### config.mk
export PLATFORM = sky130hd
export DESIGN_NAME = gain_serializer
export DESIGN_NICKNAME = d
export VERILOG_FILES = /design/src/rtl/denoise_pkg.sv /design/src/rtl/word_mux.sv /design/src/rtl/gain_serializer.sv
export SDC_FILE = /design/constraint.sdc
export NUM_CORES = 1
export LEC_CHECK = 0
export CORE_MARGIN = 2
export CORE_UTILIZATION = 33
export DETAILED_ROUTE_END_ITERATION = 10
export PLACE_DENSITY = 0.65
export SLEW_MARGIN = 20
export SYNTH_ARGS = -nofsm -noshare
export SYNTH_HDL_FRONTEND = slang
export SYNTH_SLANG_ARGS = --single-unit
### constraint.sdc
create_clock -name clk -period 4.1 [get_ports clk]
set_input_delay 0.82 -clock clk [delete_from_list [all_inputs] [get_ports clk]]
set_output_delay 0.82 -clock clk [all_outputs]
set_load 0.1 [all_outputs]
### src/rtl/denoise_pkg.sv
// Shared constants and types for the RNN denoise core and its I/O adapters.
// Gains and features are raw IEEE-754 single-precision words carried as bits.
package denoise_pkg;

  localparam int unsigned FLOAT_W          = 32;
  localparam int unsigned N_GAIN           = 22;
  localparam int unsigned N_FEAT           = 42;
  localparam int unsigned GAIN_FRAME_WORDS = N_GAIN + 1;
  localparam int unsigned GAIN_IDX_W       = 5;

  typedef enum logic {
    IDLE,
    SEND
  } ser_state_e;

endpackage

### src/rtl/word_mux.sv
// N-to-1 word selector over a flat word vector; word i lives at bits [i*W +: W].
// Out-of-range selects return zero.
module word_mux #(
  parameter int unsigned W    = 32,
  parameter int unsigned N    = 23,
  parameter int unsigned SELW = 5
) (
  input  logic [N*W-1:0] words_i,
  input  logic [SELW-1:0] sel_i,
  output logic [W-1:0]   word_o
);

  always_comb begin
    word_o = '0;
    for (int unsigned i = 0; i < N; i++) begin
      if (sel_i == SELW'(i)) begin
        word_o = words_i[i*W +: W];
      end
    end
  end

endmodule

### src/rtl/gain_serializer.sv
// Captures one gain frame (NGAIN gains + VAD word) in parallel and streams it out
// one word per accepted beat; a new frame may be captured on the last beat.
module gain_serializer
  import denoise_pkg::*;
#(
  parameter int unsigned FLOAT = FLOAT_W,
  parameter int unsigned NGAIN = N_GAIN,
  parameter int unsigned IDXW  = GAIN_IDX_W
) (
  input  logic                   clk,
  input  logic                   rst,
  input  logic                   in_valid,
  output logic                   in_ready,
  input  logic [NGAIN*FLOAT-1:0] gains,
  input  logic [FLOAT-1:0]       vad,
  output logic                   out_valid,
  input  logic                   out_ready,
  output logic [FLOAT-1:0]       out_data,
  output logic [IDXW-1:0]        out_index,
  output logic                   out_last
);

  localparam int unsigned NWORDS = NGAIN + 1;
  localparam logic [IDXW-1:0] LastIdx = IDXW'(NGAIN);

  ser_state_e              state_q, state_d;
  logic [IDXW-1:0]         idx_q, idx_d;
  logic [NWORDS*FLOAT-1:0] frame_q, frame_d;
  logic [FLOAT-1:0]        data_q, data_d;
  logic                    last_q, last_d;
  logic [FLOAT-1:0]        next_word;
  logic                    capture;
  logic                    beat;

  always_ff @(posedge clk) begin
    if (rst) begin
      state_q <= IDLE;
      idx_q   <= '0;
      frame_q <= '0;
      data_q  <= '0;
      last_q  <= 1'b0;
    end else begin
      state_q <= state_d;
      idx_q   <= idx_d;
      frame_q <= frame_d;
      data_q  <= data_d;
      last_q  <= last_d;
    end
  end

  // The output word is registered from the next-state frame/index so that the
  // first word is already on out_data the cycle after capture.
  word_mux #(
    .W   (FLOAT),
    .N   (NWORDS),
    .SELW(IDXW)
  ) u_word_mux (
    .words_i(frame_d),
    .sel_i  (idx_d),
    .word_o (next_word)
  );

  always_comb begin
    capture = in_valid && in_ready;
    beat    = (state_q == SEND) && out_ready;
    state_d = state_q;
    idx_d   = idx_q;
    frame_d = frame_q;
    unique case (state_q)
      IDLE: begin
        if (capture) begin
          state_d = SEND;
          idx_d   = '0;
          frame_d = {vad, gains};
        end
      end
      SEND: begin
        if (beat) begin
          if (last_q) begin
            idx_d = '0;
            if (capture) begin
              frame_d = {vad, gains};
            end else begin
              state_d = IDLE;
            end
          end else begin
            idx_d = idx_q + IDXW'(1);
          end
        end
      end
      default: begin
        state_d = IDLE;
        idx_d   = '0;
      end
    endcase
    data_d = next_word;
    last_d = (state_d == SEND) && (idx_d == LastIdx);
  end

  always_comb begin
    in_ready  = 1'b1;
    out_valid = 1'b0;
    unique case (state_q)
      IDLE: begin
        in_ready  = 1'b1;
        out_valid = 1'b0;
      end
      SEND: begin
        in_ready  = last_q && out_ready;
        out_valid = 1'b1;
      end
      default: begin
        in_ready  = 1'b0;
        out_valid = 1'b0;
      end
    endcase
    out_data  = data_q;
    out_index = idx_q;
    out_last  = last_q;
  end

endmodule

* Word-level counts from Yosys, hierarchy flattened
Cells that the tools add are included.
Word-level totals: register bits 775, output and inout bits 40, word-level logic and storage cells 71
Cells by class: add/sub/neg operators 1, equality and inequality tests 22, mux-type cells 37, bitwise operators 1, reduce and logical (&&, ||, !) cells 5
Operator list (number):
- 2-to-1 mux 736 bit | 3
- case mux 736 bit (2 select lines) | 1
- 2-to-1 mux 32 bit | 23
- == test 5 x 4 -> 1 bit, second input constant | 8
- == test 5 bit, second input constant | 7
- == test 5 x 3 -> 1 bit, second input constant | 4
- 2-to-1 mux 5 bit | 3
- == test 5 x 2 -> 1 bit, second input constant | 2
- case mux 5 bit (2 select lines) | 1
- case mux 1 bit (2 select lines) | 3
- adder 5 x 1 -> 5 bit, second input constant | 1
- == test 5 x 1 -> 1 bit, second input constant | 1
- logical NOT 5 bit | 1
- logical AND 1 bit | 4
- 2-to-1 mux 1 bit | 3
- NOT 1 bit | 1

* Logic depth before layout (Yosys ltp)
word-level depth 30, depth in mapped cells 15, mapped depth without buffers 10

* Modules after synthesis
A second synthesis with hierarchy kept.
Second synthesis, totals: cells, all modules 5115, area total of the unflattened synthesis 35933.2 sq um
By module, submodules not included:
- gain_serializer | instances 1, cells an instance 4043, area an instance 29120.4 sq um, seq. area each 15514.9 sq um
- word_mux | instances 1, cells an instance 1072, area an instance 6812.8 sq um, seq. area each 0.0 sq um

* Worst setup path before layout
Ideal clock, no wire load.
path type reg2reg, start register last_q, in the netlist out_last, end register data_q[17], in the netlist out_data[17], setup time 120 ps, arrival 3995 ps, path slack -15 ps, cell stages (with the launch flop) 12, path buffers 2, cell sequence dfxtp_1 > a21boi_2 > inv_2 > clkbuf_1 > nand2_1 > clkbuf_1 > nand2_1 > a31o_2 > nand2_1 > a2111oi_0 > a21oi_1 > o31a_1
On the way: longest elaborated chain between the ends 30, elaborated cells between the ends (all ways) 57, classes of those cells 22 x eq/ne; 32 x mux; 3 x reduce/logical
RTL lines:
- start, declared | line gain_serializer.sv:30 | logic last_q, last_d;
- start signal, assigned | line gain_serializer.sv:47 | last_q <= last_d;
- logical AND 1 bit * | line gain_serializer.sv:109 | in_ready = last_q && out_ready;
- case mux 1 bit (2 select lines) * | line gain_serializer.sv:103 | unique case (state_q)
- named net in_ready | line gain_serializer.sv:13 | output logic in_ready,
- logical AND 1 bit * | line gain_serializer.sv:64 | capture = in_valid && in_ready;
- 2-to-1 mux 736 bit | line gain_serializer.sv:71, gain_serializer.sv:81
- 2-to-1 mux 736 bit | line gain_serializer.sv:79 | if (last_q) begin
- 2-to-1 mux 736 bit | line gain_serializer.sv:78 | if (beat) begin
- case mux 736 bit (2 select lines) | line gain_serializer.sv:69 | unique case (state_q)
- 2-to-1 mux 32 bit (22 in series) | line word_mux.sv:16 | if (sel_i == SELW'(i)) begin
- 2-to-1 mux 32 bit * | line word_mux.sv:16
- end signal, assigned | line gain_serializer.sv:46 | data_q <= data_d;
- end, declared | line gain_serializer.sv:29 | logic [FLOAT-1:0] data_q, data_d;
The timed path passes the listed nets; every way through them passes the cells marked *. A chain may end at the register's enable or synchronous reset.

* Worst setup path in the final report
start input out_ready, end register data_q[22], in the netlist out_data[22]
On the way: longest elaborated chain between the ends 30, elaborated cells between the ends (all ways) 57, classes of those cells 22 x eq/ne; 31 x mux; 4 x reduce/logical
RTL lines:
- start, declared | line gain_serializer.sv:17 | input logic out_ready,
- logical AND 1 bit | line gain_serializer.sv:109
- case mux 1 bit (2 select lines) | line gain_serializer.sv:103
- logical AND 1 bit | line gain_serializer.sv:64
- 2-to-1 mux 736 bit | line gain_serializer.sv:71, gain_serializer.sv:81
- 2-to-1 mux 736 bit | line gain_serializer.sv:79
- 2-to-1 mux 736 bit | line gain_serializer.sv:78
- case mux 736 bit (2 select lines) | line gain_serializer.sv:69
- 2-to-1 mux 32 bit (22 in series) | line word_mux.sv:16
- 2-to-1 mux 32 bit * | line word_mux.sv:16
Every way passes the cells marked *; elsewhere a longest branch is shown, timed or not.

==> impl_metrics.csv <==
group,metric,value,unit
outcome,status,"finished clean",
setup_path,crit_fanout,18,
routing,viasPerCell,5.39,
clock_tree,cts.path.max_buffers,3,
setup_path,critPathArrivalTime,4640,ps
global_routing,gr-usage-met3,0.105,
final_layout,fill_cells,9344,
logic_synthesis,synth_warnings,0,
clock_tree,clockRootBuffer,"clkbuf_16",
clock_tree,ctsResizeCount,3,
floorplan,die_w,323,um
final_layout,multi_input_area,17000,um^2
clock_tree,clk_pin_slew,60,ps
sta,clock_skew,28.6,ps
logic_synthesis,syn_nets,4532,
sta,fmax,245,MHz
global_routing,grt_pass1_vias,34100,
setup_path,critical_path_class,"in -> reg",
clock_tree,worstSkewPairLatency,680,ps
logic_synthesis,synth_cells,3791,
global_routing,grt_pass1_wl,250,mm
logic_synthesis,synthDistinctLibCells,84,
logic_synthesis,ys.flop_type,"dfxtp_1",
clock_tree,ctsHoldBuffers,0,
min_path,hp-class,"reg -> reg",
logic_synthesis,synth.avg_cell_area,8.89,um^2
logic_synthesis,yosysTopAreaCell,"dfxtp_1",
clock_tree,cts_buffers,88,
floorplan,initial_utilization,0.332,
routing,via_count,36300,
routing,dr.pass1.iters,6,
pwr,powerDensity,384,nW/um^2
logic_synthesis,synth_edf_count,0,
sta,final-setup-viol-count,0,
pwr,switching_power,0.00554,W
sta,maxSlewHeadroom,0.205,
floorplan,core,101000,um^2
setup_path,crit_required,4660,ps
final_layout,seq_area,15500,um^2
pwr,irDropWorstVdd,287,uV
sta,drv_slew,0,
routing,wl,183,mm
pwr,combPwrFrac,0.195,
routing,ant_nets,0,
final_layout,area_growth,56.1,%
global_routing,grt_usage,0.335,
pwr,switching_share,0.274,
pwr,clkPwrFrac,0.403,
global_routing,grt.overflow.total,0,
sta,worst_slew_pin_slew,1190,ps
clock_tree,cts_num_sinks,775,
setup_path,startpoint_type,"input port",
routing,post_drt_wl_per_cell,27.2,um
place,gp_congestion,1.01,
sta,min_period_over_period,0.995,
floorplan,dieArea,105000,um^2
global_routing,use_met1,0.433,
floorplan,die_y,323,um
sta,hold_violations,0,
global_routing,met2_usage,0.503,
pwr,leakage,21.9,nW
sta,fin_crit,4080,ps
setup_path,crit_path_end_kind,"flip-flop",
floorplan,row_count,117,
sta,timing.hold.ws,458,ps
floorplan,ioPinCount,780,
routing,first_iter_violations,4265,
place,port_buffers,779,
clock_tree,postCtsSetupBuffers,0,
pwr,internal_power,0.0147,W
global_routing,grt_max_degree,197,
sta,rsz0062_at_grt,"no",
sta,setup_tns,0,ps
routing,drc_errors,0,
logic_synthesis,ys_seq_area_frac,0.461,
logic_synthesis,ys_async_sr_fraction,0,
logic_synthesis,netlist_area,33700,um^2
place,dp_hpwl,146,mm
global_routing,busiest_layer,"met2",
clock_tree,cts_tree,"built",
final_layout,drive_gt1_frac,0.209,
final_layout,nets,6002,
clock_tree,cts_max_level,3,
logic_synthesis,yosysTopAreaCellShare,0.461,
logic_synthesis,ys_seq_elements,775,
pwr,seq_power_share,0.402,
logic_synthesis,yosys-top-cells-area,"dfxtp_1 (46%), mux2i_1 (19%), nor2_1 (8.6%)",
flow_run,cap_violations,0,
global_routing,antenna_found_initial,79,
-- Yosys cell counts, types with 11 or more instances --
cell / instances
clkbuf_1: 183
dfxtp_1: 775
nand4_1: 11
a221oi_1: 17
nand2_1: 322
a21oi_1: 219
o22ai_1: 122
o221ai_1: 16
nor2_1: 768
a211oi_1: 26
buf_2: 79
buf_1: 12
o211ai_1: 28
nor3_1: 51
a31oi_1: 18
mux2i_1: 643
a22oi_1: 40
buf_4: 30
nand3_1: 70
and3_1: 13
o21ai_0: 123
-- flip-flops by register name, summed over array words and instances, names as in the netlist --
name       flops
frame_q      736
out_data      32
out_index      5
out_last       1
state_q        1
-- cells by family (layout without fill, tap and decap cells) --
logic type      count (synthesis)  count (layout)  synth area share
buf+inv                       307            1839            0.0407
mux                           650             650             0.193
compound gates                764             764             0.148
flops                         775             775             0.461
other cells                     0              40                 0
simple gates                 1294            1294             0.157
fa+ha+maj                       1               1          0.000371
-- placed cells by master, fill, tap and decap left out, types with 9 or more instances in the layout --
cell             instances
nand2_1                321
nand3_1                 69
and3_1                  12
nand4_1                 11
o211ai_1                28
a211o_1                  9
a211oi_1                24
diode_2                 40
clkdlybuf4s50_1        775
o22ai_1                121
o221ai_1                15
clkinv_2                17
nor2_1                 760
dfxtp_1                775
clkbuf_8                18
nor4_1                   9
a21oi_1                219
clkbuf_16               89
nor3_2                  12
buf_12                  58
mux2i_1                643
a22o_1                  10
buf_4                  848
o22a_1                   9
clkbuf_1                15
nor3_1                  39
a221oi_1                17
a22oi_1                 39
o21ai_0                119
o2111ai_1               10
a21o_1                  10
a31oi_1                 18
-- metrics by stage --
step                area [um^2]  utilization  setup WS (ps)  power [W]  std cells
detailed placement        49500        0.488           -781     0.0121       6539
floorplan                 33700            -            349    0.00990       3791
CTS                       52500        0.517           38.1     0.0202       6691
finish                    52600        0.518           18.7     0.0202       6731
global placement          49500        0.488          -1060     0.0121       6538
global route              52500        0.518           25.4     0.0208       6712
-- routing by layer --
layer  share of wire  vias to the layer above  wire length, um
met3            0.11                      472            20900
met2            0.43                     2104            78400
li1                -                    16400                -
met4           0.055                       90            10100
met1            0.40                    17300            73400
met5          0.0030                        -              550
-- worst max-delay path, cell delays in order --
cell and delay, ps:
clkdlybuf4s50_1 610, buf_4 190, and4b_1 240, buf_4 130, a31oi_2 80, buf_4 190, o211ai_4 200, buf_4 330
o22ai_1 120, o21ai_0 440, a221oi_1 220, buf_4 180, o21ai_0 260, buf_4 210, a221o_1 270, a31oi_1 110
-- area by class of cell --
type,instances,area share
well taps,1368,0.0325
clock inverters,30,0.00726
clock buffers,122,0.0481
repair buffers,1685,0.291
multi-input cells,2709,0.324
diodes,40,0.00190
inverters,2,0.000143
flip-flops and latches,775,0.295
-- power groups by stage --
| stage | sequential (W) | clock, W | combinational, W |
|---|---|---|---|
| 3_3_place_gp | 0.00827 | 0 | 0.00383 |
| 2_1_floorplan | 0.00847 | 0 | 0.00143 |
| 6_report | 0.00812 | 0.00815 | 0.00395 |
| 3_5_place_dp | 0.00828 | 0 | 0.00385 |
| 5_1_grt | 0.00816 | 0.00851 | 0.00411 |
| 4_1_cts | 0.00812 | 0.00822 | 0.00388 |
-- final timing paths --
path / start / to / slack, ps / depth (start not counted)
max: out_ready / out_data[22] / 20 / 16
max reg2reg: out_index[0] / out_data[22] / 130 / 16
min reg2reg: frame_q[65] / frame_q[65] / 460 / 2
min: frame_q[65] / frame_q[65] / 460 / 2
Note: power is estimated with default switching activity, not from simulation.
